--- src/rtl/riscv_multicycle_ctrl.sv ---
// riscv_multicycle_ctrl
//   Multi-cycle control FSM for the RV32I core.
//   Sequences the states FETCH -> DECODE -> EXEC -> (MEM) -> (WB) around the
//   instruction decoder. It drives the IR/PC load strobes, the register-file
//   write enable, the ALU operand muxes and the data-memory requests.
//
//   Build option: MEM_TIMEOUT_EN
//     When this macro is defined, a wait counter bounds the FETCH and MEM waits.
//     The FSM traps with timeout=1 when the counter reaches TIMEOUT_CYCLES.
//     When the macro is undefined, waits are unbounded and timeout is tied to 0.
//
// Ports
//   clk, rst_n        clock, async active-low reset
//   opcode, funct3    decoder fields, sampled only in DECODE
//   br_taken          ALU compare result, used in EXEC of a branch
//   imem_req/ready    instruction fetch handshake
//   dmem_req/we/ready data access handshake (we=1 store)
//   ir_load, pc_write instruction register / PC load strobes
//   pc_sel            00 PC+4, 01 PC+imm, 10 (rs1+imm)&~1
//   reg_write         register-file write enable
//   alu_a_pc, alu_b_imm ALU operand selects
//   wb_sel            00 ALU, 01 load data, 10 PC+4, 11 imm
//   op_f3             funct3 latched in DECODE
//   retire            one pulse per completed instruction
//   illegal, timeout  sticky trap causes
//   state             IDLE=0 FETCH=1 DECODE=2 EXEC=3 MEM=4 WB=5 TRAP=6
//
// state  | meaning
// IDLE   | one cycle after reset release
// FETCH  | instruction request outstanding
// DECODE | latch opcode class and funct3
// EXEC   | ALU operation, branches resolve here
// MEM    | data access outstanding
// WB     | register write-back and PC update
// TRAP   | illegal opcode or memory timeout, left only by reset
module riscv_multicycle_ctrl #(
  parameter int TIMEOUT_CYCLES = 255,
  parameter int CNT_W          = 8
) (
  input  logic       clk,
  input  logic       rst_n,
  input  logic [6:0] opcode,
  input  logic [2:0] funct3,
  input  logic       br_taken,
  output logic       imem_req,
  input  logic       imem_ready,
  output logic       dmem_req,
  output logic       dmem_we,
  input  logic       dmem_ready,
  output logic       ir_load,
  output logic       pc_write,
  output logic [1:0] pc_sel,
  output logic       reg_write,
  output logic       alu_a_pc,
  output logic       alu_b_imm,
  output logic [1:0] wb_sel,
  output logic [2:0] op_f3,
  output logic       retire,
  output logic       illegal,
  output logic       timeout,
  output logic [2:0] state
);

  if (2**CNT_W <= TIMEOUT_CYCLES) begin : g_cnt_w_check
    $error("CNT_W too narrow for TIMEOUT_CYCLES");
  end

  typedef enum logic [2:0] {
    S_IDLE   = 3'd0,
    S_FETCH  = 3'd1,
    S_DECODE = 3'd2,
    S_EXEC   = 3'd3,
    S_MEM    = 3'd4,
    S_WB     = 3'd5,
    S_TRAP   = 3'd6
  } state_t;

  typedef enum logic [3:0] {
    C_NONE, C_R, C_I, C_LOAD, C_STORE, C_BR, C_JAL, C_JALR, C_LUI, C_AUIPC
  } cls_t;

  state_t     state_q;
  cls_t       cls_q;
  cls_t       cls_dec;
  logic [2:0] f3_q;

  function automatic cls_t classify(input logic [6:0] op);
    cls_t c;
    case (op)
      7'b0110011: c = C_R;
      7'b0010011: c = C_I;
      7'b0000011: c = C_LOAD;
      7'b0100011: c = C_STORE;
      7'b1100011: c = C_BR;
      7'b1101111: c = C_JAL;
      7'b1100111: c = C_JALR;
      7'b0110111: c = C_LUI;
      7'b0010111: c = C_AUIPC;
      default:    c = C_NONE;
    endcase
    return c;
  endfunction

  assign cls_dec = classify(opcode);

`ifdef MEM_TIMEOUT_EN
  localparam logic [CNT_W-1:0] TMO_LIM = CNT_W'(TIMEOUT_CYCLES);
  logic [CNT_W-1:0] cnt_q;
  logic             tmo_q;
  logic             waiting;

  // Any cycle that is not a stalled wait clears the counter, so every entry to
  // FETCH or MEM starts the count from zero.
  assign waiting = ((state_q == S_FETCH) && !imem_ready) ||
                   ((state_q == S_MEM)   && !dmem_ready);
`endif

  always_ff @(posedge clk or negedge rst_n) begin
    if (!rst_n) begin
      state_q <= S_IDLE;
      cls_q   <= C_NONE;
      f3_q    <= '0;
`ifdef MEM_TIMEOUT_EN
      cnt_q   <= '0;
      tmo_q   <= 1'b0;
`endif
    end else begin
`ifdef MEM_TIMEOUT_EN
      cnt_q <= waiting ? cnt_q + 1'b1 : '0;
`endif
      case (state_q)
        S_IDLE:   state_q <= S_FETCH;
        S_FETCH: begin
          if (imem_ready) state_q <= S_DECODE;
`ifdef MEM_TIMEOUT_EN
          else if (cnt_q == TMO_LIM) begin
            state_q <= S_TRAP;
            tmo_q   <= 1'b1;
          end
`endif
        end
        S_DECODE: begin
          cls_q   <= cls_dec;
          f3_q    <= funct3;
          state_q <= (cls_dec == C_NONE) ? S_TRAP : S_EXEC;
        end
        S_EXEC: begin
          if (cls_q == C_BR)                             state_q <= S_FETCH;
          else if (cls_q == C_LOAD || cls_q == C_STORE)  state_q <= S_MEM;
          else                                           state_q <= S_WB;
        end
        S_MEM: begin
          if (dmem_ready) state_q <= (cls_q == C_STORE) ? S_FETCH : S_WB;
`ifdef MEM_TIMEOUT_EN
          else if (cnt_q == TMO_LIM) begin
            state_q <= S_TRAP;
            tmo_q   <= 1'b1;
          end
`endif
        end
        S_WB:     state_q <= S_FETCH;
        S_TRAP:   state_q <= S_TRAP;
        default:  state_q <= S_IDLE;
      endcase
    end
  end

  always_comb begin
    imem_req  = 1'b0;
    ir_load   = 1'b0;
    dmem_req  = 1'b0;
    dmem_we   = 1'b0;
    pc_write  = 1'b0;
    pc_sel    = 2'b00;
    reg_write = 1'b0;
    alu_a_pc  = 1'b0;
    alu_b_imm = 1'b0;
    wb_sel    = 2'b00;
    retire    = 1'b0;
    case (state_q)
      S_FETCH: begin
        imem_req = 1'b1;
        ir_load  = imem_ready;
      end
      S_EXEC: begin
        case (cls_q)
          C_I, C_LOAD, C_STORE, C_JALR: alu_b_imm = 1'b1;
          C_AUIPC: begin
            alu_a_pc  = 1'b1;
            alu_b_imm = 1'b1;
          end
          C_BR: begin
            pc_write = 1'b1;
            pc_sel   = br_taken ? 2'b01 : 2'b00;
            retire   = 1'b1;
          end
          default: ;
        endcase
      end
      S_MEM: begin
        dmem_req = 1'b1;
        dmem_we  = (cls_q == C_STORE);
        // A store completes in the ready cycle; a load still needs WB.
        if (dmem_ready && cls_q == C_STORE) begin
          pc_write = 1'b1;
          retire   = 1'b1;
        end
      end
      S_WB: begin
        reg_write = 1'b1;
        pc_write  = 1'b1;
        retire    = 1'b1;
        case (cls_q)
          C_LOAD:       wb_sel = 2'b01;
          C_JAL:        begin wb_sel = 2'b10; pc_sel = 2'b01; end
          C_JALR:       begin wb_sel = 2'b10; pc_sel = 2'b10; end
          C_LUI:        wb_sel = 2'b11;
          default:      wb_sel = 2'b00;
        endcase
      end
      default: ;
    endcase
  end

`ifdef MEM_TIMEOUT_EN
  assign illegal = (state_q == S_TRAP) && !tmo_q;
  assign timeout = tmo_q;
`else
  assign illegal = (state_q == S_TRAP);
  assign timeout = 1'b0;
`endif

  assign op_f3 = f3_q;
  assign state = state_q;

endmodule
--- config.mk ---
export PLATFORM = sky130hd
export DESIGN_NAME = riscv_multicycle_ctrl
export DESIGN_NICKNAME = d
export VERILOG_FILES = /design/src/rtl/riscv_multicycle_ctrl.sv
export SDC_FILE = /design/constraint.sdc
export NUM_CORES = 1
export LEC_CHECK = 0
export BUFFER_PORTS_ARGS = -buffer_cell sky130_fd_sc_hd__buf_2
export CORE_ASPECT_RATIO = 0.7
export CORE_MARGIN = 8
export CORE_UTILIZATION = 42
export CTS_BUF_LIST = sky130_fd_sc_hd__clkbuf_8 sky130_fd_sc_hd__clkbuf_16
export DETAILED_ROUTE_END_ITERATION = 6
export GPL_ROUTABILITY_DRIVEN = 0
export PLACE_DENSITY = 0.75
export SYNTH_ARGS = -nofsm -noshare
export SYNTH_HDL_FRONTEND = slang
export SYNTH_SLANG_ARGS = --single-unit
--- constraint.sdc ---
create_clock -name clk -period 1.5 [get_ports clk]
set_input_delay 0.15 -clock clk [delete_from_list [all_inputs] [get_ports clk]]
set_output_delay 0.15 -clock clk [all_outputs]
set_load 0.005 [all_outputs]
==> results by group <==
Finish
  – Area grow syn2layout: 52.1%
  – Total of fill cells in the finished design: 154
  – Fin cells: 167
  – Multi-input combinational cell area: 641 sq um
  – Cell area after layout: 1280 sq um
  – FF/Latch Area: 254 sq um
  – Layout cells sized above 1: 0.566
  – Nets@finish: 162
  – Antenna Cells: 0

Die
  – Core Rows: 13
  – Starting Density: 0.449
  – Core ar.: 1870 sq um
  – Die width: 69.5 um
  – Die Area: 3710 sq um
  – # IOs: 36
  – Chip Height: 53.4 um

GRT
  – Antenna violations before repair: 0
  – GR Overflow Total: 0
  – All-Layer GR Usage: 0.134
  – Vias in the first global route: 906
  – Largest net degree at the start of global routing: 12
  – Global-route wire length before repair: 4070 um

STA
  – Final Slew Violations: 0
  – Unrepaired setup endpoints after global routing: true
  – Setup TNS: -0.458 ns
  – Clk_skew: 0.00147 ns
  – Setup slack after layout: -0.117 ns
  – Final setup viols: 7
  – Final hold violations: 0
  – Fmax: 0.619 GHz
  – Tcrit/Tclk final: 1.08
  – Minimum clock period: 1.62 ns

Clock network
  – CTS Buffer Depth: 2
  – Later-pin clock latency in the skew report: 0.23 ns
  – Clk sink count: 10
  – CTS tree: built
  – Num CTS Buffers: 3
  – Clock slew at reported path FFs: 0.04 ns
  – Htree depth: 1
  – CTS root buf: clkbuf_8

Route
  – Routed length per instance: 15.6 um
  – Routed WL: 2610 um
  – Via count: 915
  – DRT Pass-1 Iters: 4
  – Remaining DRCs: 0
  – Via density: 5.48
  – Initial drt markers: 50
  – Antenna Nets Post-Route: 0

Synthesis
  – Distinct cells, synth: 40
  – Syn Nets: 118
  – #FFs+latches synth: 10
  – Cell taking the most area after synthesis: dfrtp_1
  – Syn. warnings: 0
  – FFs w/ async S/R, synth: 1.00
  – Synth Instances: 103
  – Post-synth EDFFs: 0
  – Seq/Total Area, Yosys: 0.298
  – Area share of the largest cell type after synthesis: 0.298
  – Mean Syn Cell Area: 8.16 sq um
  – Area contributors post-synth: dfrtp_1, a21oi_1, nand2b_1
  – Netlist Area Pre-Place: 841 sq um
  – Top_reg_cell synth: dfrtp_1

Pwr
  – Internal Power: 1190 uW
  – Gate power share: 0.624
  – Clk pwr share: 0.135
  – Sequential Power Share: 0.241
  – Peak VDD IR: 938 uV
  – Net Sw Power: 809 uW
  – Leakage: 0.000603 uW
  – PwrDens: 1560 nW/um^2
  – Switch share: 0.406

Setup path
  – FF-to-FF End: state[0]$_DFFE_PN0P_
  – Critical Path AT: 1.47 ns
  – CP endpoint: dmem_we
  – Startpoint Class: flip-flop
  – WS Path Type: reg2out
  – CP max FO: 4
  – Worst Setup End Kind: output pin
  – Worst r2r src: cls_q[0]$_DFFE_PN0P_
  – Worst Setup SP: cls_q[0]$_DFFE_PN0P_
  – R2R Setup Slk: -0.01 ns
  – Critical path data required time: 1.35 ns
  – Worst r2r path cells: 5

Job
  – Number of max-cap violations: 0

Min path
  – WHS Path Cells: 2
  – Hold Startpoint: funct3[0]
  – Worst Hold Class: in2reg

Place
  – Detailed-placement wirelength estimate: 1780 um
  – DP Area: 1020 sq um
  – Port Buf Inserts: 34
  – Pre-CTS WS: 0.0399 ns
  – Placed insts: 156

Outcome
  – Failing checks: setup timing
  – Outcome: complete, but fails checks
kinds of logic after synthesis:
| family | count (synthesis) | synth area share |
|---|---|---|
| AND/OR/NAND/NOR | 47 | 0.326 |
| multiplexers | 4 | 0.0521 |
| buffers and inverters | 14 | 0.0982 |
| XOR/XNOR | 1 | 0.0104 |
| other | 1 | 0.00446 |
| flip-flops | 10 | 0.298 |
| AO/OA/AOI/OAI | 26 | 0.211 |
flip-flops by register name, summed over array words and instances, names as in the netlist:
name   cells
cls_q      4
op_f3      3
state      3
cells in the final DEF, fill, tap and decap left out, drive strengths merged, types with 4 or more instances in the layout:
cell type,Yosys,layout
buf,7,48
nor2,10,10
dfrtp,10,10
a21oi,9,9
nand2,7,7
o21ai,6,6
nand2b,6,6
nor3,5,5
inv,4,4
nor2b,4,4
per-stage QoR:
step                      utilization  hold slack [ns]  power [uW]
after floorplan                     -           -0.146        1050
after global placement          0.547           0.0158        1320
after detailed placement        0.547           0.0194        1360
after CTS                       0.627            0.153        1800
after global routing            0.684            0.157        2140
final                           0.684            0.152        1990
cell type report:
class                      instances  area share
multi-input combinational         79       0.501
timing repair buffer              49       0.235
sequential                        10       0.199
clock buffer                       3      0.0323
tap                               22      0.0215
inverter                           4      0.0117
routing by layer:
layer	routed length [um]	global-route usage	vias up
li1	-	-	447
met1	1020	0.129	429
met2	1350	0.258	29
met3	149	0.0373	10
met4	91	0.0847	0
met5	0	0	-
critical path, stage by stage, from the launching register on:
cell     delay [ns]
dfrtp_2        0.44
or4b_4         0.51
nor3_4         0.13
buf_2          0.14
worst min-delay path by stage:
| stage | end |
|---|---|
| 2_1_floorplan | cls_q[0]$_DFFE_PN0P_ |
| 3_3_place_gp | op_f3[0]$_DFFE_PN0P_ |
| 5_1_grt | op_f3[2]$_DFFE_PN0P_ |
| 4_1_cts | op_f3[0]$_DFFE_PN0P_ |
| 3_5_place_dp | op_f3[0]$_DFFE_PN0P_ |
| 6_report | op_f3[0]$_DFFE_PN0P_ |
power groups by stage:
stage	combinational [uW]	sequential, uW	clock [uW]
after floorplan	603	448	0
after global placement	848	477	0
after detailed placement	878	481	0
after CTS	1050	471	277
after global routing	1350	496	290
final	1240	480	270
synthesized netlist by cell type, types with 3 or more instances:
master / number
buf_4: 3
nand2_1: 7
nor2b_1: 4
nor3_1: 5
a21oi_1: 9
o21ai_0: 4
nor2_1: 10
mux2_2: 3
dfrtp_1: 10
inv_1: 4
nand2b_1: 6
timing repair:
action                                  4_1_cts  5_1_grt
endpoints found under the hold margin        10        0
resized for setup                            15       19
endpoints found under the setup margin       10       14
pin swaps                                     2        6
hold buffers                                  1        0
setup buffers                                 5        2
No activity file was read; power rests on OpenSTA's default activity.
